===== config.mk =====
export PLATFORM = sky130hd
export DESIGN_NAME = ha_add_sequencer_flat
export DESIGN_NICKNAME = d
export VERILOG_FILES = /design/src/rtl/ha_add_sequencer_if.sv /design/src/rtl/ha_add_sequencer.sv /design/src/flat_wrapper.sv
export SDC_FILE = /design/constraint.sdc
export NUM_CORES = 1
export LEC_CHECK = 0
export BUFFER_PORTS_ARGS = -buffer_cell sky130_fd_sc_hd__buf_2
export CAP_MARGIN = 25
export CORE_MARGIN = 4
export CORE_UTILIZATION = 56
export DETAILED_ROUTE_END_ITERATION = 6
export GPL_TIMING_DRIVEN = 0
export PLACE_DENSITY = 0.76
export SLEW_MARGIN = 5
export SYNTH_ARGS = -nofsm -noshare
export SYNTH_HDL_FRONTEND = slang
export SYNTH_SLANG_ARGS = --single-unit

===== constraint.sdc =====
create_clock -name clk -period 4.8 [get_ports clk]
set_input_delay 0.96 -clock clk [delete_from_list [all_inputs] [get_ports clk]]
set_output_delay 0.96 -clock clk [all_outputs]
set_load 0.01 [all_outputs]

===== src/rtl/ha_add_sequencer_if.sv =====
// Operand/result handshake bundle for ha_add_sequencer.
// The master modport is the producer/consumer side; the slave modport is the sequencer.
interface ha_add_sequencer_if #(
  parameter int WIDTH = 32,
  parameter int CNT_W = 6
);
  logic             start_valid;
  logic             start_ready;
  logic [WIDTH-1:0] a_in;
  logic [WIDTH-1:0] b_in;
  logic             res_valid;
  logic             res_ready;
  logic [WIDTH-1:0] sum_out;
  logic             carry_out;
  logic [CNT_W-1:0] iter_count;
  logic             busy;

  modport master (
    output start_valid, a_in, b_in, res_ready,
    input  start_ready, res_valid, sum_out, carry_out, iter_count, busy
  );

  modport slave (
    input  start_valid, a_in, b_in, res_ready,
    output start_ready, res_valid, sum_out, carry_out, iter_count, busy
  );
endinterface


===== src/rtl/ha_add_sequencer.sv =====
// Multi-cycle adder that iterates a bitwise half adder, feeding the shifted carry vector
// back until no carry remains, with valid/ready handshakes on both sides.
module HalfAdder #(
  parameter int WIDTH = 32
) (
  input  logic [WIDTH-1:0] a_i,
  input  logic [WIDTH-1:0] b_i,
  output logic [WIDTH-1:0] sum_o,
  output logic [WIDTH-1:0] carry_o
);
  assign sum_o   = a_i ^ b_i;
  assign carry_o = a_i & b_i;
endmodule

module ha_add_sequencer #(
  parameter int WIDTH = 32,
  parameter int CNT_W = 6
) (
  input logic                clk,
  input logic                rst,
  ha_add_sequencer_if.slave  bus
);
  typedef enum logic [1:0] {
    IDLE = 2'd0,
    ITER = 2'd1,
    DONE = 2'd2
  } state_t;

  state_t           state_q, state_d;
  logic [WIDTH-1:0] x_q, x_d;
  logic [WIDTH-1:0] y_q, y_d;
  logic             cacc_q, cacc_d;
  logic [CNT_W-1:0] iters_q, iters_d;
  logic [WIDTH-1:0] sum_q, sum_d;
  logic             carry_q, carry_d;
  logic [CNT_W-1:0] count_q, count_d;

  logic [WIDTH-1:0] haSum;
  logic [WIDTH-1:0] haCarry;

  HalfAdder #(.WIDTH(WIDTH)) u_half_adder (
    .a_i     (x_q),
    .b_i     (y_q),
    .sum_o   (haSum),
    .carry_o (haCarry)
  );

  always_ff @(posedge clk or posedge rst) begin
    if (rst) begin
      state_q <= IDLE;
      x_q     <= '0;
      y_q     <= '0;
      cacc_q  <= 1'b0;
      iters_q <= '0;
      sum_q   <= '0;
      carry_q <= 1'b0;
      count_q <= '0;
    end else begin
      state_q <= state_d;
      x_q     <= x_d;
      y_q     <= y_d;
      cacc_q  <= cacc_d;
      iters_q <= iters_d;
      sum_q   <= sum_d;
      carry_q <= carry_d;
      count_q <= count_d;
    end
  end

  always_comb begin
    state_d = state_q;
    x_d     = x_q;
    y_d     = y_q;
    cacc_d  = cacc_q;
    iters_d = iters_q;
    sum_d   = sum_q;
    carry_d = carry_q;
    count_d = count_q;

    unique case (state_q)
      IDLE: begin
        if (bus.start_valid) begin
          x_d     = bus.a_in;
          y_d     = bus.b_in;
          cacc_d  = 1'b0;
          iters_d = '0;
          state_d = ITER;
        end
      end
      ITER: begin
        if (haCarry == '0) begin
          sum_d   = haSum;
          carry_d = cacc_q;
          count_d = iters_q + CNT_W'(1);
          state_d = DONE;
        end else begin
          // A carry leaving the top bit is the addition's carry-out; at most one ever does.
          x_d     = haSum;
          y_d     = {haCarry[WIDTH-2:0], 1'b0};
          cacc_d  = cacc_q | haCarry[WIDTH-1];
          iters_d = iters_q + CNT_W'(1);
        end
      end
      DONE: begin
        if (bus.res_ready) begin
          state_d = IDLE;
        end
      end
      default: state_d = IDLE;
    endcase
  end

  assign bus.start_ready = (state_q == IDLE);
  assign bus.res_valid   = (state_q == DONE);
  assign bus.busy        = (state_q != IDLE);
  assign bus.sum_out     = sum_q;
  assign bus.carry_out   = carry_q;
  assign bus.iter_count  = count_q;
endmodule


===== src/flat_wrapper.sv =====
// flat-port wrapper written by rule: the top's interface ports become plain ports
module ha_add_sequencer_flat 
#(
  parameter int WIDTH = 32,
  parameter int CNT_W = 6
)
  (clk, rst, bus_start_valid, bus_a_in, bus_b_in, bus_res_ready, bus_start_ready, bus_res_valid, bus_sum_out, bus_carry_out, bus_iter_count, bus_busy);
  ha_add_sequencer_if #(.WIDTH(WIDTH), .CNT_W(CNT_W)) bus_i ();
  input logic clk;
  input logic rst;
  input wire logic [$bits(bus_i.start_valid)-1:0] bus_start_valid;
  input wire logic [$bits(bus_i.a_in)-1:0] bus_a_in;
  input wire logic [$bits(bus_i.b_in)-1:0] bus_b_in;
  input wire logic [$bits(bus_i.res_ready)-1:0] bus_res_ready;
  output wire logic [$bits(bus_i.start_ready)-1:0] bus_start_ready;
  output wire logic [$bits(bus_i.res_valid)-1:0] bus_res_valid;
  output wire logic [$bits(bus_i.sum_out)-1:0] bus_sum_out;
  output wire logic [$bits(bus_i.carry_out)-1:0] bus_carry_out;
  output wire logic [$bits(bus_i.iter_count)-1:0] bus_iter_count;
  output wire logic [$bits(bus_i.busy)-1:0] bus_busy;
  assign bus_i.start_valid = bus_start_valid;
  assign bus_i.a_in = bus_a_in;
  assign bus_i.b_in = bus_b_in;
  assign bus_i.res_ready = bus_res_ready;
  assign bus_start_ready = bus_i.start_ready;
  assign bus_res_valid = bus_i.res_valid;
  assign bus_sum_out = bus_i.sum_out;
  assign bus_carry_out = bus_i.carry_out;
  assign bus_iter_count = bus_i.iter_count;
  assign bus_busy = bus_i.busy;
  ha_add_sequencer #(.WIDTH(WIDTH), .CNT_W(CNT_W)) u_core (.clk(clk), .rst(rst), .bus(bus_i));
endmodule

==> qor.log, run 1 <==
qor: cts.worst_skew_pair.late_latency 0.38 ns
qor: die.num_ports 110
qor: pwr.pwr_density_cell 689.6 nW/um^2
qor: detailed_routing.route.detailed.vias_per_inst 6.004
qor: cts.clock_tree.root_cell sky130_fd_sc_hd__clkbuf_8
qor: synthesis.synth.cell_area 6073 sq um
qor: worst_setup_path.crit_path_start_kind flip-flop
qor: sta.hold_violations 0
qor: detailed_routing.detail_route.drc_violations 0
qor: final_layout.area.growth.synth_to_final 15.33%
qor: worst_hold_path.hp-class flip-flop to flip-flop
qor: cts.cts_resized 0
qor: global_routing.antenna_found_initial 0
qor: global_routing.grt_max_degree 61
qor: worst_setup_path.critPathArrivalTime 2.88 ns
qor: die.core_area 10460 sq um
qor: placement.detailed_place_hpwl 11240 um
qor: sta.fmax 384.2 MHz
qor: flow_run.max-cap-violations 0
qor: sta.layout_worst_path_cycle_share 54.22%
qor: die.die_area 12580 sq um
qor: detailed_routing.drt-initial-drc-count 306
qor: sta.rsz0062_at_grt false
qor: worst_setup_path.max_stage_delay 0.51 ns
qor: outcome.result_of_the_run finished, final reports clean
qor: final_layout.finish.instance_area 7004 sq um
qor: sta.worst_pin_slew 0.5660 ns
qor: die.die-height 112.1 um
qor: synthesis.post_synth_num_cell_types 34
qor: cts.clock_sink_count 112
qor: final_layout.final_common_cell sky130_fd_sc_hd__nor2_1
qor: placement.placement.io_buffers 109
qor: synthesis.synthFlopType sky130_fd_sc_hd__dfrtp_1
qor: global_routing.grt_pass1_vias 5138
qor: placement.globalplace.congestion 0.8692
qor: die.die-width 112.1 um
qor: worst_setup_path.timing_worst_setup_path_type flip-flop to flip-flop
qor: sta.fin_ws 2.197 ns
qor: placement.post-place-ws 2.265 ns
qor: worst_setup_path.worst_path_slowest_cell sky130_fd_sc_hd__nor4_1
qor: synthesis.syn_nets 651
qor: sta.max_slew_margin 62.26%
qor: sta.finalSetupViolCount 0
qor: worst_setup_path.crit_required 5.07 ns
qor: synthesis.yosysWarningCount 0
qor: global_routing.grt_usage 25.24%
qor: final_layout.antennaDiodeCount 0
qor: pwr.p_leak 0.003379 uW
qor: detailed_routing.drt_wl_total 15630 um
qor: synthesis.seq_area_frac_synth 46.15%
qor: die.initial_utilization 58.05%
qor: worst_setup_path.critical_path_peak_fanout 10
qor: worst_setup_path.worstSetupEndpointType flip-flop
qor: final_layout.most-common-layout-cells 129 x sky130_fd_sc_hd__nor2_1, 125 x sky130_fd_sc_hd__buf_2, 112 x sky130_fd_sc_hd__dfrtp_1
qor: cts.cts_inserted_buffers 9
qor: detailed_routing.initial_drt_pass_iterations 5
qor: sta.fin_worst_skew 0.01597 ns
qor: detailed_routing.routed-via-count 4875
qor: cts.cts.path.max_buffers 2
qor: detailed_routing.wl_per_cell 19.25 um
qor: cts.cts_setup_buffers 0
qor: worst_setup_path.rrSetupSlack 2.20 ns
qor: cts.clock_tree.htree_level_count 3
qor: final_layout.finish.net_count 772
qor: detailed_routing.detail-route-antenna-nets 0
qor: sta.worst_hold_slack 0.5134 ns
qor: cts.cts_hold_buffers 0
qor: synthesis.async_flop_share 100.0%
qor: synthesis.ys_ff_latch 112
qor: pwr.peakVddDrop 277.0 uV
qor: synthesis.post_synth_inst_count 550
qor: sta.report.final.slew_viol_count 0
qor: synthesis.synth_enable_flop_cells 0
qor: pwr.post-layout-total-power 4830 uW
qor: synthesis.synth.avg_cell_area 11.04 sq um
qor: die.placement_rows 37
qor: placement.dpl-instance-area 6822 sq um
qor: global_routing.grt_pass1_wl 25660 um
qor: sta.final_period_minus_worst_setup_slack 2.603 ns
qor: global_routing.grt_remaining_overflow 0
qor: worst_setup_path.crit_chain ha_1 -> nor4_1 -> nand4_1 -> o21ai_2 -> buf_4 -> mux2_1
qor: final_layout.drive_gt1_share 33.73%
qor: cts.tritoncts built
qor: cts.path_clk_slew 0.10 ns
==> flip-flops by register name (all words and copies together), names as in the netlist <==
register	flops
u_core.iters_q	6
u_core.bus.sum_out	32
u_core.bus.iter_count	6
u_core.bus.carry_out	1
u_core.x_q	32
u_core.state_q	2
u_core.y_q	32
u_core.cacc_q	1
==> metrics by stage <==
step / setup TNS (ns) / utilization, % / std cells
6_report: 0 / 66.95 / 812
5_1_grt: 0 / 66.95 / 812
4_1_cts: 0 / 66.95 / 812
3_5_place_dp: 0 / 65.20 / 796
3_3_place_gp: -43.17 / 64.89 / 795
2_1_floorplan: 0 / - / 550
==> power breakdown <==
group / switching [uW] / internal, uW
logic: 1490 / 1220
registers: 232 / 1340
clock network: 331 / 216
==> final timing paths <==
path / from / to / cells after the start
max in group asynchronous: rst / u_core.bus.sum_out[15] / 3
hold / removal: u_core.bus.sum_out[1] / u_core.bus.sum_out[1] / 1
min in group asynchronous: rst / u_core.bus.iter_count[4] / 2
hold reg to reg: u_core.bus.sum_out[1] / u_core.bus.sum_out[1] / 1
setup reg to reg: u_core.x_q[18] / u_core.iters_q[5] / 6
setup / recovery: u_core.x_q[18] / u_core.iters_q[5] / 6
==> logic make-up after synthesis <==
family / Yosys count / synth area share, %
and+or+nand+nor: 161 / 11.29
buffers and inverters: 55 / 5.769
AOI/OAI and AO/OA: 144 / 19.51
adders and majority gates: 33 / 6.799
muxes: 41 / 9.909
DFF: 112 / 46.15
xor gates and xnor gates: 4 / 0.5769
==> layer usage <==
| layer | wire length (um) | vias to the layer above | part of all wire, % | GRT usage [%] |
|---|---|---|---|---|
| li1 | - | 2249 | - | - |
| met1 | 6831 | 2369 | 44 | 34.93 |
| met2 | 7408 | 222 | 47 | 39.81 |
| met3 | 1069 | 35 | 6.8 | 4.582 |
| met4 | 324 | 0 | 2.1 | 9.535 |
| met5 | 0 | - | 0 | 0 |
==> area by class of cell <==
cell class / instances / area (sq um)
fill: 828 / 3458
multi-input combinational: 383 / 2920
sequential: 112 / 2803
timing repair buffer: 110 / 573.1
buffer: 49 / 327.8
tap: 136 / 170.2
clock buffer: 11 / 151.4
clock inverter: 5 / 31.28
inverter: 6 / 27.53
==> critical path: cells and delay by family (launching register included) <==
family                   cells  cell delay (ns)
AO/OA/AOI/OAI                1             0.34
multiplexers                 1             0.33
AND/OR/NAND/NOR              2             0.94
buffers and inverters        1             0.26
flip-flops                   1             0.40
adder cells (fa/ha/maj)      1             0.22
==> synth_stat cells (all sizes together) (5+ instances only) <==
cell / n / area (sq um)
o21ai: 5 / 28.78
mux2: 39 / 581.8
inv: 6 / 22.52
nand3: 5 / 37.54
clkbuf: 14 / 52.55
nor4: 8 / 50.05
dfrtp: 112 / 2803
buf: 35 / 275.3
nand2: 5 / 18.77
a211oi: 128 / 1081
nor2: 129 / 484.2
ha: 33 / 412.9
Note: power is estimated with default switching activity, not from simulation.
==> inputs of run 2 (changes only) <==
CORE_UTILIZATION = 51   (was 56)
PLACE_DENSITY = 0.73   (was 0.76)
clock period = 2.1 ns   (was 4.8 ns; I/O delays follow)
==> run 2 against run 1 <==
Routed wire length rose by 5.6%. Flip-flop and latch count did not move. Critical path depth grew 1. Core utilization decreased by 2.7 points. Register-to-register slack worse by 2.2 ns. Final cell count grew 1.8%. First-iteration DRC count grew 18%. Design area up 5.7%. Maximum frequency is 25% higher. Non-clock buffer count up 9. Combinational power rose to 2.5 times the previous value. Largest cell class unchanged. Setup slack got worse by 2.2 ns. Largest power group unchanged. Highest routed layer unchanged.
==> qor.log, run 2 (synthesized netlist as in run 1, its figures left out) <==
qor: outcome.result_of_the_run finished, final reports clean
qor: pwr.power.share.clock 13.5% [+2.2 points]
qor: pwr.switching_power 4950 uW [+140%]
qor: worst_setup_path.critPathArrivalTime 2.32 ns [-0.56 ns]
qor: worst_hold_path.hp-class input pin to asynchronous set/reset pin
qor: sta.hold_violations 0 [unchanged]
qor: sta.final_period_minus_worst_setup_slack 2.081 ns [-0.5219 ns]
qor: detailed_routing.route.detailed.vias_per_inst 5.873 [-2.2%]
qor: die.die-height 117.1 um [+4.4%]
qor: cts.worst_skew_pair.late_latency 0.35 ns [-0.03 ns]
qor: pwr.seq_power_share 29.8% [-2.8 points]
qor: worst_setup_path.max_stage_delay 0.40 ns [-0.11 ns]
qor: detailed_routing.initial_drt_pass_iterations 4 [-1]
qor: cts.cts_inserted_buffers 9 [unchanged]
qor: sta.fin_worst_skew 0.006949 ns [-0.009018 ns]
qor: sta.layout_worst_path_cycle_share 99.07% [+45 points]
qor: placement.placement.io_buffers 109 [unchanged]
qor: worst_setup_path.critPathMostFrequentCell sky130_fd_sc_hd__buf_6
qor: worst_setup_path.crit_path_start_kind flip-flop
qor: placement.place.detailed.instances 804 [+1.0%]
qor: global_routing.grt_pass1_vias 5200 [+1.2%]
qor: die.core_area 11520 sq um [+10%]
qor: final_layout.drive_gt1_share 38.01% [+4.3 points]
qor: pwr.pwr_density_cell 1642 nW/um^2 [+140%]
qor: sta.finalSetupViolCount 0 [unchanged]
qor: cts.cts_hold_buffers 0 [unchanged]
qor: final_layout.final_cells 827 [+1.8%]
qor: sta.report.final.slew_viol_count 0 [unchanged]
qor: final_layout.finish.net_count 781 [+1.2%]
qor: die.die-width 117.1 um [+4.4%]
qor: worst_setup_path.worst_reg2reg_path_startpoint u_core.x_q[15]
qor: die.placement_rows 39 [+5.4%]
qor: final_layout.num-fill-cells 914 [+10%]
qor: worst_setup_path.worstSetupEndpointType flip-flop
qor: final_layout.most-common-layout-cells 129 x sky130_fd_sc_hd__nor2_1, 122 x sky130_fd_sc_hd__buf_2, 112 x sky130_fd_sc_hd__dfrtp_1
qor: detailed_routing.wl_per_cell 19.97 um [+3.7%]
qor: sta.max_slew_margin 42.56% [-20 points]
qor: pwr.p_leak 0.003504 uW [+3.7%]
qor: sta.worst_pin_slew 0.8598 ns [+0.2938 ns]
qor: worst_setup_path.timing_worst_setup_path_type flip-flop to flip-flop
qor: pwr.peakVddDrop 643.3 uV [+130%]
qor: pwr.power.share.combinational 56.6% [+0.5 points]
qor: sta.rsz0062_at_grt true
qor: die.die_area 13720 sq um [+9.1%]
qor: detailed_routing.drt-initial-drc-count 360 [+18%]
qor: pwr.internal-power 7203 uW [+160%]
qor: worst_setup_path.rrSetupSlack 0.02 ns [-2.18 ns]
qor: cts.clock_sink_count 112 [unchanged]
qor: cts.tritoncts built
qor: worst_setup_path.cp-startpoint u_core.x_q[15]
qor: global_routing.grt_remaining_overflow 0 [unchanged]
qor: global_routing.antenna_found_initial 0 [unchanged]
qor: worst_setup_path.r2r_end u_core.bus.sum_out[26]
qor: sta.tns 0 ns [unchanged]
qor: global_routing.grt_max_degree 41 [-33%]
qor: worst_setup_path.critical_path_peak_fanout 10 [unchanged]
qor: cts.path_clk_slew 0.07 ns [-0.03 ns]
qor: die.initial_utilization 52.74% [-5.3 points]
qor: worst_setup_path.worstRegToRegCells 7 [+1]
qor: worst_setup_path.crit_required 2.34 ns [-2.73 ns]
qor: detailed_routing.detail-route-antenna-nets 0 [unchanged]
qor: cts.clock_tree.htree_level_count 3 [unchanged]
qor: global_routing.grt_usage 24.72% [-0.52 points]
qor: cts.clock_tree.root_cell sky130_fd_sc_hd__clkbuf_16
qor: worst_setup_path.crit_chain ha_2 -> nor4_4 -> and4_1 -> buf_6 -> nand3_4 -> buf_6 -> mux2_4
qor: flow_run.max-cap-violations 0 [unchanged]
qor: detailed_routing.drt_wl_total 16510 um [+5.6%]
qor: placement.detailed_place_hpwl 11550 um [+2.7%]
qor: sta.fmax 480.6 MHz [+25%]
qor: worst_setup_path.worst_path_slowest_cell sky130_fd_sc_hd__dfrtp_1
qor: final_layout.area.growth.synth_to_final 21.88%
qor: die.num_ports 110 [unchanged]
qor: detailed_routing.routed-via-count 4857 [-0.37%]
qor: cts.cts.path.max_buffers 2 [unchanged]
qor: final_layout.final_common_cell sky130_fd_sc_hd__nor2_1
qor: final_layout.antennaDiodeCount 0 [unchanged]
qor: pwr.power.switching_fraction 40.73% [-1.7 points]
qor: global_routing.grt_pass1_wl 26290 um [+2.4%]
qor: placement.globalplace.congestion 0.9261 [+6.5%]
qor: detailed_routing.detail_route.drc_violations 0 [unchanged]
run 2: cell count changes in the layout (fill, tap and decap cells not counted), moves of 4 or more:
cell / previous run / this run
sky130_fd_sc_hd__clkbuf_8: 11 / 2
sky130_fd_sc_hd__clkbuf_16: 0 / 10
sky130_fd_sc_hd__nor4_4: 0 / 7
sky130_fd_sc_hd__ha_2: 0 / 15
sky130_fd_sc_hd__clkbuf_4: 0 / 4
sky130_fd_sc_hd__buf_8: 0 / 8
sky130_fd_sc_hd__ha_1: 33 / 18
sky130_fd_sc_hd__buf_6: 14 / 10
sky130_fd_sc_hd__nor4_1: 8 / 0
run 2: what timing repair did:
item,4_1_cts,5_1_grt
pin swaps,10,23
gates cloned,0,1
setup buffers,3,4
setup endpoints to repair,108,102
resized for setup,13,42
run 2: layout make-up:
cell class                 count  area, sq um  area share, %
buffer                        49        386.6          5.223
clock buffer                  15        267.8          3.617
inverter                       6        26.28         0.3550
multi-input combinational    383         3079          41.60
sequential                   112         2803          37.86
tap                          143        178.9          2.417
timing repair buffer         119        660.6          8.925
run 2: how the worst max path moves through the flow:
stage                             end  slack [ns]  cells past startpoint
2_1_floorplan       u_core.iters_q[5]        0.15                      6
3_3_place_gp   u_core.bus.sum_out[28]       -0.44                      2
3_5_place_dp        u_core.iters_q[5]       -0.44                      6
4_1_cts        u_core.bus.sum_out[13]       0.002                      7
5_1_grt        u_core.bus.sum_out[13]       -0.04                      7
6_report       u_core.bus.sum_out[26]        0.02                      7
run 2: layer usage:
layer / global-route usage [%] / share of wire, % / up-vias
met3: 3.496 / 5.7 / 23
met1: 34.80 / 45 / 2401
met5: 0 / 0 / -
met4: 8.945 / 1.9 / 0
li1: - / - / 2266
met2: 39.25 / 48 / 167
run 2: stage by stage:
step	utilization, %	total power (uW)	hold WS (ns)	cell area (sq um)	setup slack (ns)
6_report	64.28	12150	0.2264	7402	0.01943
5_1_grt	64.28	12970	0.2557	7402	-0.04384
4_1_cts	62.66	11670	0.2431	7216	0.002329
3_5_place_dp	59.41	9762	0.4910	6842	-0.4422
3_3_place_gp	59.06	9518	0.4891	6802	-0.4373
2_1_floorplan	-	8116	0.4811	6077	0.1463
run 2: power by group through the flow:
stage,Clock (uW),Sequential [uW],Combinational (uW)
2_1_floorplan,0,3610,4500
3_3_place_gp,0,3590,5930
3_5_place_dp,0,3640,6120
4_1_cts,1650,3610,6410
5_1_grt,1730,3730,7520
6_report,1650,3620,6880
run 2: worst max-delay path, delay by kind of cell, from the launching register on:
kind | cells | cell delay, ns
fa+ha+maj | 1 | 0.22
buf+inv | 2 | 0.33
flops | 1 | 0.40
mux | 1 | 0.31
simple gates | 3 | 0.70
==> inputs of run 3 (changes only) <==
CORE_UTILIZATION = 58   (was 51)
PLACE_DENSITY = 0.79   (was 0.73)
clock period = 2.6 ns   (was 2.1 ns; I/O delays follow)
==> run 3 against run 2 <==
Design area decreased by 5.1%. Non-clock buffer count decreased by 7. Hold slack improved by 0.039 ns.
==> qor.log, run 3 (synthesized netlist as in run 1, its figures left out) <==
qor: placement.place.detailed.instances 797 [-0.87%]
qor: final_layout.drive_gt1_share 33.78% [-4.2 points]
qor: cts.cts_inserted_buffers 9 [unchanged]
qor: die.die-height 110.3 um [-5.8%]
qor: die.core_area 10280 sq um [-11%]
qor: worst_setup_path.crit_path_start_kind flip-flop
qor: pwr.pwr_density_cell 1280 nW/um^2 [-22%]
qor: final_layout.final_common_cell sky130_fd_sc_hd__nor2_1
qor: sta.worst_pin_slew 0.7923 ns [-0.06754 ns]
qor: outcome.result_of_the_run finished, final reports clean
qor: pwr.peakVddDrop 576.5 uV [-10%]
qor: detailed_routing.drt_wl_total 15550 um [-5.8%]
qor: die.placement_rows 37 [-5.1%]
qor: pwr.p_leak 0.003382 uW [-3.5%]
qor: placement.post-place-ws 0.1455 ns [+0.5876 ns]
qor: final_layout.num-fill-cells 838 [-8.3%]
qor: detailed_routing.drt-initial-drc-count 283 [-21%]
qor: sta.final_period_minus_worst_setup_slack 2.495 ns [+0.4140 ns]
qor: cts.clock_sink_count 112 [unchanged]
qor: worst_setup_path.worst_path_slowest_cell sky130_fd_sc_hd__nor4_1
qor: final_layout.finish.net_count 774 [-0.90%]
qor: final_layout.area.growth.synth_to_final 15.72%
qor: worst_setup_path.crit_required 2.86 ns [+0.52 ns]
qor: global_routing.grt_remaining_overflow 0 [unchanged]
qor: worst_setup_path.worstSetupEndpointType flip-flop
qor: sta.fin_ws 0.1054 ns [+0.08597 ns]
qor: sta.report.final.slew_viol_count 0 [unchanged]
qor: flow_run.max-cap-violations 0 [unchanged]
qor: final_layout.antennaDiodeCount 0 [unchanged]
qor: worst_setup_path.crit_chain ha_1 -> nor4_1 -> nand4_1 -> o21ai_2 -> buf_4 -> mux2_1
qor: cts.clock_tree.htree_level_count 3 [unchanged]
qor: worst_setup_path.critPathBufInv 1 [-1]
qor: detailed_routing.routed-via-count 4926 [+1.4%]
qor: detailed_routing.detail_route.drc_violations 0 [unchanged]
qor: global_routing.grt_max_degree 42 [+2.4%]
qor: global_routing.grt_pass1_vias 5142 [-1.1%]
qor: cts.cts_hold_buffers 0 [unchanged]
qor: placement.placement.io_buffers 109 [unchanged]
qor: detailed_routing.route.detailed.vias_per_inst 6.052 [+3.0%]
qor: sta.fmax 400.9 MHz [-17%]
qor: worst_setup_path.timing_worst_setup_path_type flip-flop to flip-flop
qor: sta.worst_hold_slack 0.2658 ns [+0.03940 ns]
qor: detailed_routing.initial_drt_pass_iterations 7 [+3]
qor: cts.tritoncts built
qor: worst_setup_path.cp_top_family simple AND/OR/NAND/NOR gates
qor: final_layout.final_cells 814 [-1.6%]
qor: cts.path_clk_slew 0.11 ns [+0.04 ns]
qor: placement.globalplace.congestion 0.8960 [-3.3%]
qor: die.initial_utilization 59.09% [+6.4 points]
qor: worst_setup_path.critPathArrivalTime 2.76 ns [+0.44 ns]
qor: sta.fin_worst_skew 0.01752 ns [+0.01057 ns]
qor: final_layout.most-common-layout-cells 129 x sky130_fd_sc_hd__nor2_1, 125 x sky130_fd_sc_hd__buf_2, 112 x sky130_fd_sc_hd__dfrtp_1
qor: detailed_routing.wl_per_cell 19.11 um [-4.3%]
qor: cts.worst_skew_pair.late_latency 0.38 ns [+0.03 ns]
qor: cts.cts.path.max_buffers 2 [unchanged]
qor: cts.clock_tree.root_cell sky130_fd_sc_hd__clkbuf_8
qor: sta.hold_violations 0 [unchanged]
qor: sta.max_slew_margin 47.07% [+4.5 points]
qor: die.die_area 12170 sq um [-11%]
qor: cts.cts_resized 0 [-13]
qor: sta.tns 0 ns [unchanged]
qor: worst_hold_path.hp-class input pin to asynchronous set/reset pin
qor: placement.detailed_place_hpwl 11260 um [-2.5%]
qor: die.die-width 110.3 um [-5.8%]
qor: global_routing.antenna_found_initial 0 [unchanged]
qor: worst_setup_path.critical_path_peak_fanout 10 [unchanged]
qor: die.num_ports 110 [unchanged]
qor: sta.rsz0062_at_grt false
qor: global_routing.grt_usage 26.45% [+1.7 points]
qor: global_routing.grt_pass1_wl 25030 um [-4.8%]
qor: worst_setup_path.max_stage_delay 0.48 ns [+0.08 ns]
qor: sta.finalSetupViolCount 0 [unchanged]
qor: sta.layout_worst_path_cycle_share 95.95% [-3.1 points]
qor: detailed_routing.detail-route-antenna-nets 0 [unchanged]
-- run 3: final cells by class --
cell class                      count  area [sq um]  area share [%]
Multi-Input combinational cell    383          2920           41.55
Clock buffer                       10         127.6           1.816
Buffer                             49         327.8           4.664
Inverter                            6         26.28          0.3739
Timing Repair Buffer              112         593.1           8.439
Sequential cell                   112          2803           39.88
Clock inverter                      6         60.06          0.8545
Tap cell                          136         170.2           2.421
-- run 3: routing by layer --
metal	GRT usage [%]	vias to the layer above	routed length, um
met2	42.55	254	7402
met5	0	-	0
met4	10.11	0	346
met3	3.553	36	1236
li1	-	2254	-
met1	36.60	2382	6568
-- run 3: per-stage QoR --
stage                     power [uW]  cell area, sq um  util (%)
after floorplan                 6555              6077         -
after global placement          7652              6793     66.09
after detailed placement        7878              6833     66.48
after CTS                       8929              7020     68.31
after global routing            9602              7028     68.38
final                           8998              7028     68.38
-- run 3: power by group --
group          leakage, uW  internal [uW]  switching, uW  total, uW
clock network    0.0000920            442            607       1050
logic              0.00188           2270           2770       5040
registers          0.00141           2480            435       2910
total              0.00338           5190           3810       9000
-- run 3: path summary, 6_finish.rpt --
kind                                       start                      to  slack [ns]  depth (start not counted)
setup / recovery                  u_core.x_q[10]       u_core.iters_q[5]        0.11                          6
hold / removal                               rst   u_core.bus.sum_out[6]        0.27                          2
setup reg to reg                  u_core.x_q[10]       u_core.iters_q[5]        0.11                          6
hold reg to reg            u_core.bus.sum_out[5]   u_core.bus.sum_out[5]        0.51                          1
max in group asynchronous                    rst  u_core.bus.sum_out[22]        1.66                          3
min in group clk                   bus_res_ready       u_core.state_q[1]        0.34                          2
-- run 3: timing repair --
item,4_1_cts,5_1_grt
buffers inserted,0,1
endpoints found under the setup margin,0,1
hold endpoints to repair,0,0
